File: config.mk
export PLATFORM = sky130hd
export DESIGN_NAME = st7735_fill_sequencer
export DESIGN_NICKNAME = d
export VERILOG_FILES = /design/src/rtl/st7735_pkg.sv /design/src/rtl/st7735_fill_sequencer_fill_ack_timer.sv /design/src/rtl/st7735_fill_sequencer.sv
export SDC_FILE = /design/constraint.sdc
export NUM_CORES = 1
export LEC_CHECK = 0
export CORE_AREA = 2 2 88 90
export DETAILED_ROUTE_END_ITERATION = 16
export DIE_AREA = 0 0 90 92
export PLACE_DENSITY = 0.75
export SYNTH_ARGS = -nofsm -noshare
export SYNTH_HDL_FRONTEND = slang
export SYNTH_SLANG_ARGS = --single-unit
File: constraint.sdc
create_clock -name SYSTEM_CLK -period 2.2 [get_ports SYSTEM_CLK]
set_clock_uncertainty 0.05 [all_clocks]
set_input_delay 0.55 -clock SYSTEM_CLK [delete_from_list [all_inputs] [get_ports SYSTEM_CLK]]
set_output_delay 0.55 -clock SYSTEM_CLK [all_outputs]
set_load 0.05 [all_outputs]
File: src/rtl/st7735_pkg.sv
// Shared types and constants for the ST7735 pixel fill path.
// Colour stepping in the sequencer is enabled by defining ST7735_FILL_STEP_EN.
package st7735_pkg;

  localparam int RGB565_W   = 16;
  localparam int LCD_WIDTH  = 128;
  localparam int LCD_HEIGHT = 160;

  localparam logic [RGB565_W-1:0] COLOR_BLACK = 16'h0000;
  localparam logic [RGB565_W-1:0] COLOR_WHITE = 16'hFFFF;
  localparam logic [RGB565_W-1:0] COLOR_RED   = 16'hF800;
  localparam logic [RGB565_W-1:0] COLOR_GREEN = 16'h07E0;
  localparam logic [RGB565_W-1:0] COLOR_BLUE  = 16'h001F;

  typedef enum logic [1:0] {
    FILL_IDLE      = 2'd0,
    FILL_WAIT_LCD  = 2'd1,
    FILL_WAIT_ACK  = 2'd2,
    FILL_WAIT_DONE = 2'd3
  } fill_state_e;

  // Wraps silently modulo 2^16.
  function automatic logic [RGB565_W-1:0] rgb565_add(
    input logic [RGB565_W-1:0] a,
    input logic [RGB565_W-1:0] b
  );
    return a + b;
  endfunction

endpackage

File: src/rtl/st7735_fill_sequencer_fill_ack_timer.sv
// Acknowledge timeout: down-counter loaded on every pixel strobe, expires at zero.
module fill_ack_timer #(
  parameter int TIMEOUT = 255
) (
  input  logic i_clk,
  input  logic i_rst_n,
  input  logic i_clear,
  input  logic i_enable,
  output logic o_expire
);

  localparam int CNT_W = (TIMEOUT < 1) ? 1 : $clog2(TIMEOUT + 1);
  localparam logic [CNT_W-1:0] LOAD_VAL = CNT_W'(TIMEOUT);

  logic [CNT_W-1:0] r_cnt;

  always_ff @(posedge i_clk or negedge i_rst_n) begin
    if (!i_rst_n) begin
      r_cnt <= '0;
    end else if (i_clear) begin
      r_cnt <= LOAD_VAL;
    end else if (i_enable && (r_cnt != '0)) begin
      r_cnt <= r_cnt - CNT_W'(1);
    end
  end

  assign o_expire = i_enable && (r_cnt == '0);

endmodule

File: src/rtl/st7735_fill_sequencer.sv
// Command-driven ST7735 pixel scheduler: fills N pixels, paced by LCD_READY/IS_BUSY.
// Define ST7735_FILL_STEP_EN to add CMD_STEP to the colour after every pixel.
//
// state          | meaning
// FILL_IDLE      | ready for a command
// FILL_WAIT_LCD  | waiting for driver ready and not busy, then strobe the pixel
// FILL_WAIT_ACK  | pixel strobed, waiting for IS_BUSY to rise (timed)
// FILL_WAIT_DONE | driver shifting the pixel, waiting for IS_BUSY to fall
module st7735_fill_sequencer
  import st7735_pkg::*;
#(
  parameter int COUNT_W     = 15,
  parameter int ACK_TIMEOUT = 255
) (
  input  logic                SYSTEM_CLK,
  input  logic                RESET_N,
  input  logic                CMD_VALID,
  output logic                CMD_READY,
  input  logic [COUNT_W-1:0]  CMD_COUNT,
  input  logic [RGB565_W-1:0] CMD_COLOR,
  input  logic [RGB565_W-1:0] CMD_STEP,
  input  logic                ABORT,
  input  logic                LCD_READY,
  input  logic                IS_BUSY,
  output logic [RGB565_W-1:0] color_pixel,
  output logic                WRITE_EN,
  output logic                ACTIVE,
  output logic                DONE,
  output logic                RETRY,
  output logic [COUNT_W-1:0]  PIXELS_LEFT
);

  fill_state_e r_state, w_state_nxt;

  logic                r_cmd_ready,   w_cmd_ready_nxt;
  logic                r_write_en,    w_write_en_nxt;
  logic                r_done,        w_done_nxt;
  logic                r_retry,       w_retry_nxt;
  logic                r_active,      w_active_nxt;
  logic [COUNT_W-1:0]  r_pixels_left, w_pixels_nxt;
  logic [RGB565_W-1:0] r_color,       w_color_nxt;
  logic [RGB565_W-1:0] r_color_pixel, w_color_pixel_nxt;

  logic w_timer_en;
  logic w_ack_expire;

`ifdef ST7735_FILL_STEP_EN
  logic [RGB565_W-1:0] r_step, w_step_nxt;
`else
  logic w_unused_step;
  assign w_unused_step = ^CMD_STEP;
`endif

  assign w_timer_en = (r_state == FILL_WAIT_ACK);

  fill_ack_timer #(
    .TIMEOUT (ACK_TIMEOUT)
  ) u_ack_timer (
    .i_clk    (SYSTEM_CLK),
    .i_rst_n  (RESET_N),
    .i_clear  (w_write_en_nxt),
    .i_enable (w_timer_en),
    .o_expire (w_ack_expire)
  );

  always_ff @(posedge SYSTEM_CLK or negedge RESET_N) begin
    if (!RESET_N) begin
      r_state <= FILL_IDLE;
    end else begin
      r_state <= w_state_nxt;
    end
  end

  always_comb begin
    w_state_nxt       = r_state;
    w_cmd_ready_nxt   = r_cmd_ready;
    w_write_en_nxt    = 1'b0;
    w_done_nxt        = 1'b0;
    w_retry_nxt       = 1'b0;
    w_active_nxt      = r_active;
    w_pixels_nxt      = r_pixels_left;
    w_color_nxt       = r_color;
    w_color_pixel_nxt = r_color_pixel;
`ifdef ST7735_FILL_STEP_EN
    w_step_nxt        = r_step;
`endif

    case (r_state)
      FILL_IDLE: begin
        w_cmd_ready_nxt = 1'b1;
        w_active_nxt    = 1'b0;
        if (CMD_VALID && r_cmd_ready) begin
          w_color_nxt = CMD_COLOR;
`ifdef ST7735_FILL_STEP_EN
          w_step_nxt  = CMD_STEP;
`endif
          if (CMD_COUNT == '0) begin
            w_done_nxt = 1'b1;
          end else begin
            w_state_nxt     = FILL_WAIT_LCD;
            w_active_nxt    = 1'b1;
            w_cmd_ready_nxt = 1'b0;
            w_pixels_nxt    = CMD_COUNT;
          end
        end
      end

      // No timeout here: a driver that drops LCD_READY simply stalls us.
      FILL_WAIT_LCD: begin
        if (LCD_READY && !IS_BUSY) begin
          w_write_en_nxt    = 1'b1;
          w_color_pixel_nxt = r_color;
          w_state_nxt       = FILL_WAIT_ACK;
        end
      end

      FILL_WAIT_ACK: begin
        if (IS_BUSY) begin
          w_state_nxt = FILL_WAIT_DONE;
        end else if (w_ack_expire) begin
          w_retry_nxt = 1'b1;
          w_state_nxt = FILL_WAIT_LCD;
        end
      end

      FILL_WAIT_DONE: begin
        if (!IS_BUSY) begin
          w_pixels_nxt = r_pixels_left - COUNT_W'(1);
          if (r_pixels_left == COUNT_W'(1)) begin
            w_done_nxt      = 1'b1;
            w_active_nxt    = 1'b0;
            w_cmd_ready_nxt = 1'b1;
            w_state_nxt     = FILL_IDLE;
          end else begin
`ifdef ST7735_FILL_STEP_EN
            w_color_nxt = rgb565_add(r_color, r_step);
`endif
            w_state_nxt = FILL_WAIT_LCD;
          end
        end
      end

      default: begin
        w_state_nxt = FILL_IDLE;
      end
    endcase

    // Abort wins over everything once a command is running; a pixel already
    // handed to the driver is left to finish on its own.
    if (ABORT && (r_state != FILL_IDLE)) begin
      w_state_nxt     = FILL_IDLE;
      w_done_nxt      = 1'b1;
      w_retry_nxt     = 1'b0;
      w_write_en_nxt  = 1'b0;
      w_active_nxt    = 1'b0;
      w_cmd_ready_nxt = 1'b1;
      w_pixels_nxt    = '0;
    end
  end

  always_ff @(posedge SYSTEM_CLK or negedge RESET_N) begin
    if (!RESET_N) begin
      r_cmd_ready   <= 1'b1;
      r_write_en    <= 1'b0;
      r_done        <= 1'b0;
      r_retry       <= 1'b0;
      r_active      <= 1'b0;
      r_pixels_left <= '0;
      r_color       <= COLOR_BLACK;
      r_color_pixel <= COLOR_BLACK;
    end else begin
      r_cmd_ready   <= w_cmd_ready_nxt;
      r_write_en    <= w_write_en_nxt;
      r_done        <= w_done_nxt;
      r_retry       <= w_retry_nxt;
      r_active      <= w_active_nxt;
      r_pixels_left <= w_pixels_nxt;
      r_color       <= w_color_nxt;
      r_color_pixel <= w_color_pixel_nxt;
    end
  end

`ifdef ST7735_FILL_STEP_EN
  always_ff @(posedge SYSTEM_CLK or negedge RESET_N) begin
    if (!RESET_N) begin
      r_step <= '0;
    end else begin
      r_step <= w_step_nxt;
    end
  end
`endif

  assign CMD_READY   = r_cmd_ready;
  assign WRITE_EN    = r_write_en;
  assign DONE        = r_done;
  assign RETRY       = r_retry;
  assign ACTIVE      = r_active;
  assign PIXELS_LEFT = r_pixels_left;
  assign color_pixel = r_color_pixel;

endmodule
### Word-level counts from Yosys, hierarchy flattened

Index checks and enable logic that the tools add are counted.

* multiplexer cells: 40
* add/sub/neg operators: 2
* eq/ne operators: 10
* reductions and logical operators: 18

Operators with widths (count)
* 15-bit 2-to-1 mux: 4
* 15-bit one-hot mux with 2 select lines: 1
* 1-bit 2-to-1 mux: 22
* 8-bit 2-to-1 mux: 2
* 15-bit by 1-bit == test with 1-bit output (second input constant): 1
* 15-bit logical NOT: 1
* 3-bit inequality test (second input constant): 5
* 15-bit by 1-bit subtractor with 15-bit output (second input constant): 1
* 2-bit 2-to-1 mux: 7
* 8-bit logical NOT: 1
* 2-bit one-hot mux with 4 select lines: 1
* 8-bit nonzero test: 1
* 8-bit by 1-bit subtractor with 8-bit output (second input constant): 1
* 1-bit one-hot mux with 2 select lines: 3
* 1-bit logical AND: 5
* 5-bit AND reduction: 1
* 2-bit == test (second input constant): 2
* 4-bit inequality test (second input constant): 1
* 2-bit AND reduction: 2
* 4-bit AND reduction: 1
* 2-bit nonzero test: 2
* 3-bit AND reduction: 1
* 3-bit nonzero test: 1
* 2-bit by 1-bit == test with 1-bit output (second input constant): 1
* 2 further kinds: 2

* output and inout port bits: 36
* logic and storage cells: 80
* input port bits: 53
* bits in registers: 62

### Longest topological paths before layout

Gate-level depths: netlist of the first run.

* depth after elaboration: 6
* gate-level depth with buffers: 9
* gate-level depth less buffers: 7

### By module

From an unflattened synthesis of the first run, not the netlist that was laid out.

* cells, all modules: 293
* area total of the unflattened synthesis: 3200.6 sq um

By module, submodules not included
* st7735_fill_sequencer: instances 1, sequential area each 1352.5 sq um, cells an instance 247, area an instance 2743.9 sq um
* fill_ack_timer: instances 1, sequential area each 200.2 sq um, cells an instance 46, area an instance 456.7 sq um

### Worst setup path before layout of the first run

OpenSTA, ideal clock, no wires.

* path kind: reg2reg
* start: reg r_pixels_left[7] (netlist: PIXELS_LEFT[7])
* end: reg r_active (netlist: ACTIVE)
* arrival time: 2190 ps
* slack: -158 ps
* cell stages (with the launch flop): 7
* buffers on the path: 1
* clock period less this slack: 2358 ps
* library setup time: 118 ps
* required time: 2032 ps
* path through: dfrtp_1 -> or4_4 -> or3_1 -> buf_6 -> nor4_4 -> a211oi_2 -> a21o_1

* word-level cells in the longest chain between the ends: 3

RTL lines
* start, declared: line st7735_fill_sequencer.sv:40 `logic [COUNT_W-1:0] r_pixels_left, w_pixels_nxt;`
* start signal, assigned: line st7735_fill_sequencer.sv:177 `r_pixels_left <= w_pixels_nxt;`
* 15-bit by 1-bit == test with 1-bit output: line st7735_fill_sequencer.sv:129 `if (r_pixels_left == COUNT_W'(1)) begin`
* 3-bit inequality test (no line)
* 3-bit AND reduction (no line)
* end signal, assigned: line st7735_fill_sequencer.sv:176 `r_active <= w_active_nxt;`
* end, declared: line st7735_fill_sequencer.sv:39 `logic r_active, w_active_nxt;`

Every way passes these cells.
A chain may end at the register's enable or synchronous reset.

### Worst setup path in the final report of the first run

* start: in CMD_COUNT[13]
* end: reg r_pixels_left[11] (netlist: PIXELS_LEFT[11])

* word-level cells in the longest chain between the ends: 3

RTL lines
* start, declared: line st7735_fill_sequencer.sv:19 `input logic [COUNT_W-1:0] CMD_COUNT,`
* 15-bit logical NOT: line st7735_fill_sequencer.sv:97 `if (CMD_COUNT == '0) begin`
* 3-bit inequality test (no line)
* 4-bit AND reduction (no line)

Every way passes these cells.

==> results.yml, run 1 <==
run:
  maxCapViolCount: 0
cts:
  cts_sinks: 62
  ctsHoldBuffers: 0
  cts_tree: "done"
  cts-root-buf: "clkbuf_8"
  htreeDepth: 3
  cts_buffer_depth: 2
  cts.reportedPaths.clkPinSlew_ns: 0.08
  worstSkewPairLatency_ns: 0.35
  numCtsBuffers: 9
  post_cts.repair.setup_buffers: 0
worst_setup_path:
  cpMaxStageDelayCell: "clkdlybuf4s50_1"
  cp_data_arrival_time_ns: 2.38
  crit_required_ns: 2.38
  rrSetupSlack_ns: 0.07
  crit_path_end_kind: "flip-flop"
  critical_path_class: "primary input to flip-flop"
  start_kind: "primary input"
  worst-path-max-fanout: 9
  critPathMaxStageDelay_ns: 0.47
  path_cells: "clkdlybuf4s50_1 -> nor4_1 -> and4_1 -> a221o_1 -> buf_4 -> o21ba_2 -> o22a_1"
power_and_ir_drop:
  combinationalPowerShare_pct: 53.4
  p_per_area_mw_per_mm2: 1510
  clkPwrFrac_pct: 16.0
  internal_power_mw: 3.63
  switchingPower_mw: 2.91
  sw_frac_of_total_pct: 44.5
  leakage_nw: 1.87
  pwr-share-seq_pct: 30.6
  peakVddDrop_uv: 804
synthesis:
  synth_top_family_by_area: "simple AND/OR/NAND/NOR gates"
  synth_compound_gate_area_share_pct: 13.4
  synth_xor_area_share_pct: 1.71
  synth-simple-area-share_pct: 14.7
  yosys_most_used_dff: "dfrtp_1"
  synthAdderAreaFrac_pct: 3.67
  ys_ff_latch: 62
  synthMuxAreaShare_pct: 12.7
  synth_enable_flop_cells: 0
  synth_area_per_cell_um2: 10.9
  syn_nets: 342
  synth_cells: 280
  async_flop_share_pct: 100
  synth_area_mm2: 0.00307
  synth_cell_types: 49
  synth_seq_area_share_pct: 50.7
  ys.warnings.count: 0
detailed_routing:
  drtAntennaViolNets: 0
  routed-via-count: 2584
  drt-pass1-iter-count: 4
  drc: 0
  first_iter_violations: 168
  viasPerCell: 5.26
  routed_wl_um: 7260
  wire_per_inst_um: 14.8
timing:
  tightest_slew_ns: 0.516
  fin_crit_sh_pct: 100
  hold_violations: 0
  fin_ws_ns: -0.00231
  max_freq_mhz: 454
  fin_crit_ns: 2.20
  slew_headroom_pct: 65.5
  rsz0062_at_grt: "false"
  setup_viol: 1
  slew_viol_final: 0
die:
  row_count: 32
  core_area_mm2: 0.00745
  num_io_pins: 89
  start_util_pct: 41.2
  dieArea_mm2: 0.00828
  chipHeight_um: 92
  die_width_um: 90
placed_design:
  place_hpwl_um: 5130
  gp_congestion: 0.860
  pre_cts_ws_ns: -0.318
  port_buffers: 72
  place_area_mm2: 0.00412
global_routing:
  grt_pass1_wl_um: 11900
  grt-ovfl-total: 0
  grt_max_degree: 63
  antenna_found_initial: 0
  grt_pass1_vias: 2532
  grt.total_usage_pct: 18.1
hold_path:
  min_path_type: "primary input to async pin"
layout:
  n_antenna_cell: 0
  final_cell_mix: "clkdlybuf4s50_1 (56), dfrtp_1 (55), buf_4 (39)"
  nets: 446
  syn_to_final_growth_pct: 41.7
  layout_commonest_cell: "clkdlybuf4s50_1"
  drive_above_1_share_pct: 28.5
  fin_area_mm2: 0.00434
outcome:
  violations: "negative setup slack"
  status: "finished with violations"
-- power groups by stage --
stage	registers, mW	clock network [mW]	logic, mW
4_1_cts	2.01	1.07	3.49
3_3_place_gp	1.99	0	3.45
5_1_grt	2.07	1.12	3.73
6_report	2.01	1.05	3.50
2_1_floorplan	3.00	0	1.25
3_5_place_dp	2.02	0	3.50
-- synth_stat cells, types with 3 or more instances --
| cell type | count | area (um2) |
|---|---|---|
| nand3_1 | 3 | 15.0 |
| o21ai_0 | 28 | 140 |
| mux2_2 | 32 | 360 |
| dfrtp_1 | 61 | 1530 |
| nand2b_1 | 4 | 25.0 |
| or3_1 | 4 | 25.0 |
| mux2i_1 | 3 | 30.0 |
| nor3_1 | 14 | 70.1 |
| nand2_1 | 13 | 48.8 |
| and3_1 | 4 | 25.0 |
| ha_1 | 9 | 113 |
| nor4_1 | 5 | 31.3 |
| inv_1 | 11 | 41.3 |
| clkbuf_1 | 9 | 33.8 |
| a21oi_1 | 16 | 80.1 |
| xnor2_1 | 4 | 35.0 |
| nor2_1 | 16 | 60.1 |
| or4_1 | 3 | 22.5 |
-- path summary, 6_finish.rpt --
path,start,endpoint,depth (start not counted)
worst max register to register,PIXELS_LEFT[10]$_DFFE_PN0P_,PIXELS_LEFT[12]$_DFFE_PN0P_,6
worst max-delay path,CMD_COUNT[13],PIXELS_LEFT[11]$_DFFE_PN0P_,7
min in group SYSTEM_CLK,ACTIVE$_DFFE_PN0P_,ACTIVE$_DFFE_PN0P_,1
worst min-delay path,RESET_N,PIXELS_LEFT[3]$_DFFE_PN0P_,2
max in group asynchronous,RESET_N,CMD_READY$_DFFE_PN1P_,2
worst min register to register,ACTIVE$_DFFE_PN0P_,ACTIVE$_DFFE_PN0P_,1
-- final cells by class --
cell class,count,area [um2]
clock buffer,10,138
clock inverter,6,70.1
fill,660,3100
inverter,11,41.3
multi-input combinational,195,1440
sequential,62,1560
tap,102,128
timing repair buffer,105,967
-- stage by stage --
step                      setup TNS, ns  util, %  cells  hold WS [ns]  power, mW
after floorplan               -0.000636        -    280         0.204       4.25
after CTS                             0     58.1    491         0.165       6.56
final                          -0.00231     58.3    491         0.155       6.55
after detailed placement          -3.39     55.3    475         0.417       5.52
after global routing                  0     58.3    491         0.176       6.93
after global placement            -3.21     55.3    475         0.421       5.44
-- metal layers --
metal	vias to the layer above	global-route usage (%)	routed length [um]
met1	1249	22.6	3160
li1	1226	-	-
met4	0	8.33	161
met5	-	0	0
met2	89	28.8	3470
met3	20	5.51	474
-- timing repair --
action,CTS,global route
hold endpoints to repair,0,0
pin swaps,0,0
resized for setup,6,6
endpoints found under the setup margin,6,5
cloned,0,0
-- sequential cells by signal (all words and copies together), names as in the netlist --
register           count
RETRY                  1
color_pixel           16
u_ack_timer.r_cnt      8
WRITE_EN               1
ACTIVE                 1
r_color               16
DONE                   1
r_state                2
PIXELS_LEFT           15
CMD_READY              1
-- critical path: cells and delay by family --
kind | cells | cell delay, ns
buffers and inverters | 2 | 0.64
AND/OR/NAND/NOR | 2 | 0.61
AO/OA/AOI/OAI | 3 | 0.58
-- cell families after synthesis --
group	Yosys count
and+or+nand+nor	78
AOI/OAI and AO/OA	67
DFF	62
muxes	35
buffers and inverters	23
adders and majority gates	9
xor gates and xnor gates	6
Power figures use the tool's default switching activity.
==> run 2: changes to the inputs <==
TNS_END_PERCENT = 100   (was default)
==> results of run 2 <==
The final DEF is identical to that of run 1; final timing and power are the same.
==> run 3: changes to the inputs <==
SETUP_SLACK_MARGIN = 0.5   (was default)
==> run 3 against run 2 <==
Compared with the run above:
- first-iteration DRC count is 18% lower
- the run now ends clean
- non-clock buffer count rose by 30
- via count is 4.8% higher
- die area unchanged
- wire length rose by 14%
- clock power hardly changed
- final area grew 11%
- sequential power barely moved
==> results.yml, run 3 (synthesis results as in run 1) <==
worst_setup_path:
  reg2reg_depth: 5
  startpoint: "PIXELS_LEFT[10]$_DFFE_PN0P_"
  worst-path-max-fanout: 5
  critPathMaxStageDelay_ns: 0.54
  cp_data_arrival_time_ns: 2.26
  path_cells: "or4_4 -> or3_4 -> nor4_4 -> a211oi_2 -> a21o_1"
  worstSetupEndpoint: "ACTIVE$_DFFE_PN0P_"
  cpMaxStageDelayCell: "or4_4"
  r2r_start: "PIXELS_LEFT[10]$_DFFE_PN0P_"
  rrSetupSlack_ns: 0.12
  crit_required_ns: 2.38
  crit_path_end_kind: "flip-flop"
  start_kind: "flip-flop"
  critical_path_class: "flip-flop to flip-flop"
  reg2reg_to: "ACTIVE$_DFFE_PN0P_"
layout:
  fin_area_mm2: 0.00483
  nets: 477
  layout_commonest_cell: "buf_4"
  final_cell_mix: "buf_4 (56), dfrtp_1 (54), mux2_2 (32)"
  n_antenna_cell: 0
  drive_above_1_share_pct: 52.4
  instances_no_fill: 522
  syn_to_final_growth_pct: 57.7
  nFillCells: 614
detailed_routing:
  drc: 0
  drt-pass1-iter-count: 4
  routed-via-count: 2709
  first_iter_violations: 138
  wire_per_inst_um: 15.8
  viasPerCell: 5.19
  drtAntennaViolNets: 0
  routed_wl_um: 8270
timing:
  hold_ws_ns: 0.161
  hold_violations: 0
  tightest_slew_ns: 0.336
  setup_viol: 0
  max_freq_mhz: 481
  slew_headroom_pct: 77.6
  slew_viol_final: 0
  fin_crit_ns: 2.08
  fin_crit_sh_pct: 94.5
  rsz0062_at_grt: "true"
power_and_ir_drop:
  clkPwrFrac_pct: 14.8
  peakVddDrop_uv: 718
  sw_frac_of_total_pct: 44.3
  switchingPower_mw: 3.22
  pwr-share-seq_pct: 27.9
  p_per_area_mw_per_mm2: 1510
  combinationalPowerShare_pct: 57.3
  internal_power_mw: 4.05
  leakage_nw: 2.12
cts:
  cts_tree: "done"
  cts_sinks: 62
  cts-root-buf: "clkbuf_8"
  htreeDepth: 3
  cts.reportedPaths.clkPinSlew_ns: 0.07
  cts_buffer_depth: 2
  worstSkewPairLatency_ns: 0.33
  numCtsBuffers: 9
  ctsHoldBuffers: 0
die:
  die_width_um: 90
  num_io_pins: 89
  core_area_mm2: 0.00745
  dieArea_mm2: 0.00828
  chipHeight_um: 92
  row_count: 32
  start_util_pct: 41.2
run:
  maxCapViolCount: 0
placed_design:
  place_area_mm2: 0.00418
  gp_congestion: 0.906
  port_buffers: 72
  placedCellCount: 481
  place_hpwl_um: 5250
global_routing:
  grt-ovfl-total: 0
  antenna_found_initial: 0
  grt_pass1_vias: 2820
  grt.total_usage_pct: 20.7
  grt_max_degree: 63
  grt_pass1_wl_um: 13500
hold_path:
  min_path_type: "primary input to async pin"
outcome:
  status: "completed"
==> run 3: cell count changes in the layout (fill, tap and decap cells not counted), sizes merged, moves of 2 or more <==
cell	change
buf	+47
clkdlybuf4s50	-38
clkdlybuf4s15	+14
dlygate4sd2	+7
clkinv	+2
clkinvlp	-2
dlymetal6s2s	-2
==> run 3: layer usage <==
metal | routed length, um | track usage [%] | part of all wire, %
met2 | 4220 | 35.8 | 51
met5 | 0 | 0 | 0
met1 | 3450 | 24.4 | 42
met4 | 166 | 7.56 | 2.0
met3 | 432 | 6.41 | 5.2
==> run 3: how the worst min path moves through the flow <==
| stage | start | end | slack [ns] |
|---|---|---|---|
| final | RESET_N | PIXELS_LEFT[5]$_DFFE_PN0P_ | 0.16 |
| after detailed placement | ACTIVE$_DFFE_PN0P_ | ACTIVE$_DFFE_PN0P_ | 0.42 |
| after global routing | RESET_N | PIXELS_LEFT[1]$_DFFE_PN0P_ | 0.18 |
| after CTS | RESET_N | PIXELS_LEFT[1]$_DFFE_PN0P_ | 0.17 |
| after floorplan | RESET_N | ACTIVE$_DFFE_PN0P_ | 0.20 |
| after global placement | ACTIVE$_DFFE_PN0P_ | ACTIVE$_DFFE_PN0P_ | 0.41 |
==> run 3: layout make-up <==
type / instances / area, um2 / share of cell area, %
inverters: 11 / 41.3 / 0.854
clock buffers: 10 / 128 / 2.64
clock inverters: 6 / 86.3 / 1.79
flip-flops and latches: 62 / 1560 / 32.3
multi-input cells: 196 / 1710 / 35.4
well taps: 102 / 128 / 2.64
repair buffers: 135 / 1180 / 24.4
==> run 3: power by group through the flow <==
stage | clock [mW] | combinational, mW | sequential [mW]
after global routing | 1.15 | 4.43 | 2.09
after detailed placement | 0 | 3.50 | 2.03
after floorplan | 0 | 1.33 | 3.01
after global placement | 0 | 3.44 | 2.01
after CTS | 1.10 | 3.95 | 2.02
final | 1.08 | 4.17 | 2.03
==> run 3: metrics by stage <==
stage | util, % | power [mW] | setup WS [ns] | TNS [ns]
finish | 64.9 | 7.28 | 0.121 | 0
CTS | 63.7 | 7.07 | 0.135 | 0
global route | 64.9 | 7.67 | 0.0514 | 0
floorplan | - | 4.33 | -0.000586 | -0.000586
detailed placement | 56.1 | 5.54 | -0.326 | -3.02
global placement | 56.1 | 5.45 | -0.297 | -2.62
==> run 3: critical path, delay by kind of cell (launching register included) <==
family           cells  cell delay, ns
AO/OA/AOI/OAI        2            0.26
flip-flops           1            0.40
AND/OR/NAND/NOR      3            1.26
==> run 3: timing repair <==
item / in CTS / in global routing
buffers inserted: 17 / 6
setup endpoints to repair: 89 / 53
resized for setup: 183 / 54
cloned: 2 / 0
pin swaps: 30 / 14
